[src/rtl/of_ex_pkg.sv]
// Shared widths, bubble constants and the per-slot record used by the of->ex pipeline register.
package of_ex_pkg;

    localparam int InstAddrBus = 32;
    localparam int RegBus      = 32;
    localparam int AluOpBus    = 8;
    localparam int AluSelBus   = 3;
    localparam int RegAddrBus  = 5;

    localparam logic                 RstEnable    = 1'b1;
    localparam logic                 Stop         = 1'b1;
    localparam logic                 NoStop       = 1'b0;
    localparam logic                 WriteEnable  = 1'b1;
    localparam logic                 WriteDisable = 1'b0;
    localparam logic [RegBus-1:0]    ZeroWord     = 32'h0000_0000;
    localparam logic [AluOpBus-1:0]  EXE_NOP_OP   = 8'b0000_0000;
    localparam logic [AluSelBus-1:0] EXE_RES_NOP  = 3'b000;

    typedef struct packed {
        logic [InstAddrBus-1:0] inst_addr;
        logic [AluOpBus-1:0]    aluop;
        logic [AluSelBus-1:0]   alusel;
        logic [RegAddrBus-1:0]  waddr;
        logic                   we;
        logic [RegBus-1:0]      op_a;
        logic [RegBus-1:0]      op_b;
        logic                   in_delayslot;
        logic [RegBus-1:0]      exception_type;
    } slot_t;

    // A bubble slot is a no-op that writes nothing and carries no exception.
    function automatic slot_t bubble_slot();
        slot_t s;
        s.inst_addr      = ZeroWord;
        s.aluop          = EXE_NOP_OP;
        s.alusel         = EXE_RES_NOP;
        s.waddr          = '0;
        s.we             = WriteDisable;
        s.op_a           = ZeroWord;
        s.op_b           = ZeroWord;
        s.in_delayslot   = 1'b0;
        s.exception_type = ZeroWord;
        return s;
    endfunction

endpackage

[src/rtl/of_ex_slot.sv]
// One instruction slot of the of->ex register with kill, hold and bubble-insert controls.
module of_ex_slot
    import of_ex_pkg::*;
(
    input  logic  clk,
    input  logic  rst,
    input  logic  kill,
    input  logic  hold,
    input  logic  bubble,
    input  slot_t slot_i,
    output slot_t slot_o
);

    // Kill beats hold so a flush discards contents ex is still stalled on.
    always_ff @(posedge clk) begin
        if (rst == RstEnable || kill) begin
            slot_o <= bubble_slot();
        end else if (hold != Stop) begin
            if (bubble) begin
                slot_o <= bubble_slot();
            end else begin
                slot_o <= slot_i;
            end
        end
    end

endmodule

[src/rtl/of_ex.sv]
// Dual-issue of->ex pipeline register: two slot registers plus shared HI/LO, immediate, CP0 and issue fields.
module of_ex
    import of_ex_pkg::*;
(
    input  logic                   clk,
    input  logic                   rst,
    input  logic                   flush,
    input  logic                   of_stall,
    input  logic                   ex_stall,
    input  logic [InstAddrBus-1:0] inst1_addr_i,
    input  logic [InstAddrBus-1:0] inst2_addr_i,
    input  logic [AluOpBus-1:0]    aluop1_i,
    input  logic [AluOpBus-1:0]    aluop2_i,
    input  logic [AluSelBus-1:0]   alusel1_i,
    input  logic [AluSelBus-1:0]   alusel2_i,
    input  logic [RegAddrBus-1:0]  waddr1_i,
    input  logic [RegAddrBus-1:0]  waddr2_i,
    input  logic                   we1_i,
    input  logic                   we2_i,
    input  logic [RegBus-1:0]      reg1_i,
    input  logic [RegBus-1:0]      reg2_i,
    input  logic [RegBus-1:0]      reg3_i,
    input  logic [RegBus-1:0]      reg4_i,
    input  logic [RegBus-1:0]      hi_i,
    input  logic [RegBus-1:0]      lo_i,
    input  logic                   is_in_delayslot1_i,
    input  logic                   is_in_delayslot2_i,
    input  logic [RegBus-1:0]      imm_fnl1_i,
    input  logic [4:0]             cp0_addr_i,
    input  logic [2:0]             cp0_sel_i,
    input  logic                   issue_i,
    input  logic [RegBus-1:0]      exception_type1_i,
    input  logic [RegBus-1:0]      exception_type2_i,
    output logic [InstAddrBus-1:0] ex_inst1_addr_o,
    output logic [InstAddrBus-1:0] ex_inst2_addr_o,
    output logic [AluOpBus-1:0]    ex_aluop1_o,
    output logic [AluOpBus-1:0]    ex_aluop2_o,
    output logic [AluSelBus-1:0]   ex_alusel1_o,
    output logic [AluSelBus-1:0]   ex_alusel2_o,
    output logic [RegAddrBus-1:0]  ex_waddr1_o,
    output logic [RegAddrBus-1:0]  ex_waddr2_o,
    output logic                   ex_we1_o,
    output logic                   ex_we2_o,
    output logic [RegBus-1:0]      ex_reg1_o,
    output logic [RegBus-1:0]      ex_reg2_o,
    output logic [RegBus-1:0]      ex_reg3_o,
    output logic [RegBus-1:0]      ex_reg4_o,
    output logic [RegBus-1:0]      ex_hi_o,
    output logic [RegBus-1:0]      ex_lo_o,
    output logic                   ex_is_in_delayslot1_o,
    output logic                   ex_is_in_delayslot2_o,
    output logic [RegBus-1:0]      ex_imm_fnl1_o,
    output logic [4:0]             ex_cp0_addr_o,
    output logic [2:0]             ex_cp0_sel_o,
    output logic                   ex_issue_o,
    output logic [RegBus-1:0]      ex_exception_type1_o,
    output logic [RegBus-1:0]      ex_exception_type2_o
);

    slot_t slot1_in;
    slot_t slot2_in;
    slot_t slot1_q;
    slot_t slot2_q;

    assign slot1_in = '{inst_addr: inst1_addr_i, aluop: aluop1_i, alusel: alusel1_i,
                        waddr: waddr1_i, we: we1_i, op_a: reg1_i, op_b: reg2_i,
                        in_delayslot: is_in_delayslot1_i, exception_type: exception_type1_i};
    assign slot2_in = '{inst_addr: inst2_addr_i, aluop: aluop2_i, alusel: alusel2_i,
                        waddr: waddr2_i, we: we2_i, op_a: reg3_i, op_b: reg4_i,
                        in_delayslot: is_in_delayslot2_i, exception_type: exception_type2_i};

    of_ex_slot u_slot1 (
        .clk    (clk),
        .rst    (rst),
        .kill   (flush),
        .hold   (ex_stall),
        .bubble (of_stall),
        .slot_i (slot1_in),
        .slot_o (slot1_q)
    );

    // Slot 2 also turns into a bubble when of only issued slot 1.
    of_ex_slot u_slot2 (
        .clk    (clk),
        .rst    (rst),
        .kill   (flush),
        .hold   (ex_stall),
        .bubble (of_stall | ~issue_i),
        .slot_i (slot2_in),
        .slot_o (slot2_q)
    );

    // Shared fields follow slot 1's rules; issue itself records whether slot 2 is live.
    always_ff @(posedge clk) begin
        if (rst == RstEnable || flush) begin
            ex_hi_o       <= ZeroWord;
            ex_lo_o       <= ZeroWord;
            ex_imm_fnl1_o <= ZeroWord;
            ex_cp0_addr_o <= '0;
            ex_cp0_sel_o  <= '0;
            ex_issue_o    <= 1'b0;
        end else if (ex_stall != Stop) begin
            if (of_stall == Stop) begin
                ex_hi_o       <= ZeroWord;
                ex_lo_o       <= ZeroWord;
                ex_imm_fnl1_o <= ZeroWord;
                ex_cp0_addr_o <= '0;
                ex_cp0_sel_o  <= '0;
                ex_issue_o    <= 1'b0;
            end else begin
                ex_hi_o       <= hi_i;
                ex_lo_o       <= lo_i;
                ex_imm_fnl1_o <= imm_fnl1_i;
                ex_cp0_addr_o <= cp0_addr_i;
                ex_cp0_sel_o  <= cp0_sel_i;
                ex_issue_o    <= issue_i;
            end
        end
    end

    assign ex_inst1_addr_o       = slot1_q.inst_addr;
    assign ex_aluop1_o           = slot1_q.aluop;
    assign ex_alusel1_o          = slot1_q.alusel;
    assign ex_waddr1_o           = slot1_q.waddr;
    assign ex_we1_o              = slot1_q.we;
    assign ex_reg1_o             = slot1_q.op_a;
    assign ex_reg2_o             = slot1_q.op_b;
    assign ex_is_in_delayslot1_o = slot1_q.in_delayslot;
    assign ex_exception_type1_o  = slot1_q.exception_type;

    assign ex_inst2_addr_o       = slot2_q.inst_addr;
    assign ex_aluop2_o           = slot2_q.aluop;
    assign ex_alusel2_o          = slot2_q.alusel;
    assign ex_waddr2_o           = slot2_q.waddr;
    assign ex_we2_o              = slot2_q.we;
    assign ex_reg3_o             = slot2_q.op_a;
    assign ex_reg4_o             = slot2_q.op_b;
    assign ex_is_in_delayslot2_o = slot2_q.in_delayslot;
    assign ex_exception_type2_o  = slot2_q.exception_type;

endmodule
[config.mk]
export PLATFORM = sky130hd
export DESIGN_NAME = of_ex
export DESIGN_NICKNAME = d
export VERILOG_FILES = /design/src/rtl/of_ex_pkg.sv /design/src/rtl/of_ex_slot.sv /design/src/rtl/of_ex.sv
export SDC_FILE = /design/constraint.sdc
export NUM_CORES = 1
export LEC_CHECK = 0
export ABC_CLOCK_PERIOD_IN_PS = 1400
export CAP_MARGIN = 20
export CORE_AREA = 2 2 311 313
export CTS_BUF_LIST = sky130_fd_sc_hd__clkbuf_4 sky130_fd_sc_hd__clkbuf_8 sky130_fd_sc_hd__clkbuf_16
export DETAILED_ROUTE_END_ITERATION = 16
export DIE_AREA = 0 0 313 315
export PLACE_DENSITY_LB_ADDON = 0.12
export SLEW_MARGIN = 20
export SYNTH_ARGS = -nofsm -noshare
export SYNTH_HDL_FRONTEND = slang
export SYNTH_SLANG_ARGS = --single-unit
export TNS_END_PERCENT = 20
[constraint.sdc]
create_clock -name clk -period 1.4 [get_ports clk]
set_input_delay 0.35 -clock clk [delete_from_list [all_inputs] [get_ports clk]]
set_output_delay 0.35 -clock clk [all_outputs]
set_load 0.005 [all_outputs]
==> reports/qor.yml <==
status:
  status: "finished, violations left"
  violations: "setup timing"
critical_path:
  crit_arrival_ps: 1120
  cp.buffers_inverters: 1
  path_cells: "buf_12"
  cp_slowest_cell: "dfxtp_2"
  cp_max_fo: 2
  endpoint_kind: "output pin"
  max_stage_delay_ps: 360
  path_delay_family: "flip-flops"
  crit_required_ps: 1050
  critPathKind: "reg2out"
  cp-start-kind: "flip-flop"
synthesis:
  synth-seq-cells: 397
  synth_area_leader_cell: "dfxtp_1"
  synth_common_cells: "dfxtp_1 (397), a21oi_1 (250), nand2_1 (250)"
  synth_top_area_share_pct: 53.7
  ys_types: 17
  synth-edff-count: 0
  yosysMostFrequentCell: "dfxtp_1"
  seq_area_frac_synth_pct: 53.7
  synthArstFlopShare_pct: 0
  syn_inst: 1459
  ys_warn_count: 0
  syn_area_per_cell_sq_um: 10.2
  synth_area_sq_um: 14800
  synth.area.top_cells: "dfxtp_1 (54%), or3b_1 (14%), a32o_1 (9.9%)"
  syn-num-nets: 1861
  synth_flop_cell: "dfxtp_1"
place:
  port_buffers: 798
  place_area_sq_um: 24800
  place_inst: 3495
  place_hpwl_mm: 55.3
  routabilityCongestion: 0.835
min_path:
  min_path_type: "in2reg"
sta:
  final-hold-violation-count: 0
  finalCritPeriodShare_pct: 105
  hold_slack_ps: 111
  slew_violations: 0
  setup_viol: 280
  clock.fmax_ghz: 0.680
  layout_setup_ws_ps: -71.7
  worstMarginPinSlew_ps: 364
  period_needed_ps: 1470
  rsz0062_at_grt: "true"
  finClkSkew_ps: 0
  slew_headroom_pct: 75.7
grt:
  first_global_vias: 15100
  grt_overflow_total: 0
  grt_max_degree: 42
  grt_pass1_wl_mm: 104
  gr-usage-all-layers_pct: 14.0
  antenna_found_initial: 8
floorplanning:
  die_width_microns: 313
  die_h_microns: 315
  core_sq_um: 95700
  die_area_sq_um: 98600
  initial_core_util_pct: 15.5
  ios: 799
  fp-row-count: 114
clock_network:
  clk_pin_slew_worst_paths_ps: 60
  cts_root_buf: "clkbuf_16"
  ctsLongestPathBuffers: 3
  h-tree-depth: 2
  cts.sinks: 397
  cts_tree: "done"
  clk_latency_ps: 610
  cts_buffers: 52
detailed_routing:
  finalWirelength_mm: 72.5
  ant_nets: 0
  vias: 14700
  via_per_inst: 4.04
  wl_per_cell_microns: 20.0
  drc: 0
  dr.pass1.iters: 5
  first_iter_violations: 683
cells_and_area:
  drive_above_1_share_pct: 45.0
  fin_cells: 3633
  area_growth_pct: 86.0
  final_nets: 2710
  final_area_sq_um: 27500
power:
  powerDensity_nw_per_um2: 1050
  fin_total_pwr_mw: 28.9
  leakagePower_nw: 10.5
  ir_drop_mv: 0.771
run:
  cap_violations: 0
per-stage QoR:
step           TNS (ps)  worst slack, ps  utilization (%)
2_1_floorplan         0              124                -
3_3_place_gp    -136470             -448             25.9
3_5_place_dp    -138430             -457             25.9
4_1_cts          -35240             -149             27.1
5_1_grt          -27740             -131             28.8
6_report          -4020            -71.7             28.8
power breakdown:
group	internal [mW]	switching [mW]	total, mW
Clock	8.58	5.51	14.1
Sequential	11.5	0.137	11.7
Combinational	1.95	1.17	3.12
metal layers:
layer	wire length, microns	global-route usage (%)	vias up
met3	5920	4.93	105
met2	37600	25.5	512
met4	1750	4.40	6
met5	38	0	-
met1	27200	15.1	7033
li1	-	-	7009
worst paths after layout:
check                     start                  endpoint  slack, ps  cells past startpoint
max          u_slot2.slot_o[15]  ex_exception_type2_o[15]        -70                      1
min                    ex_stall        u_slot1.slot_o[80]        110                      3
max reg2reg          ex_lo_o[1]                ex_lo_o[1]        590                      4
min reg2reg    ex_imm_fnl1_o[4]          ex_imm_fnl1_o[4]        460                      2
area by class of cell:
cell class / count / area [sq um]
clock inverters: 14 / 179
diodes: 6 / 15.0
fillers: 10100 / 68200
repair buffers: 955 / 9750
multi-input cells: 902 / 5910
flip-flops and latches: 397 / 8450
well taps: 1276 / 1600
clock buffers: 83 / 1640
placed cells by master (no fill, tap or decap), types with 38 or more instances in the layout:
master | netlist | routed
clkbuf_16 | 0 | 52
buf_6 | 29 | 334
clkdlybuf4s50_1 | 0 | 399
dfxtp_2 | 0 | 392
a32o_1 | 146 | 146
a21oi_1 | 250 | 250
buf_2 | 78 | 60
buf_12 | 0 | 38
nand2_1 | 250 | 250
buf_4 | 13 | 122
or3b_1 | 244 | 244
flip-flops by register name (all words and copies together) (netlist names):
name	cells
ex_lo_o	32
u_slot1.slot_o	146
u_slot2.slot_o	146
ex_hi_o	32
ex_imm_fnl1_o	32
ex_issue_o	1
ex_cp0_addr_o	5
ex_cp0_sel_o	3
kinds of logic after synthesis:
logic type | after synthesis | synth area share (%)
AOI/OAI and AO/OA | 397 | 18.4
buffers and inverters | 160 | 6.56
DFF | 397 | 53.7
and+or+nand+nor | 505 | 21.4
what timing repair did:
action | in CTS | in global routing
setup buffers | 20 | 15
resized for setup | 2036 | 327
hold buffers | 0 | 0
pin swaps | 0 | 0
endpoints found under the setup margin | 397 | 397
(Power assumes the default switching activity.)
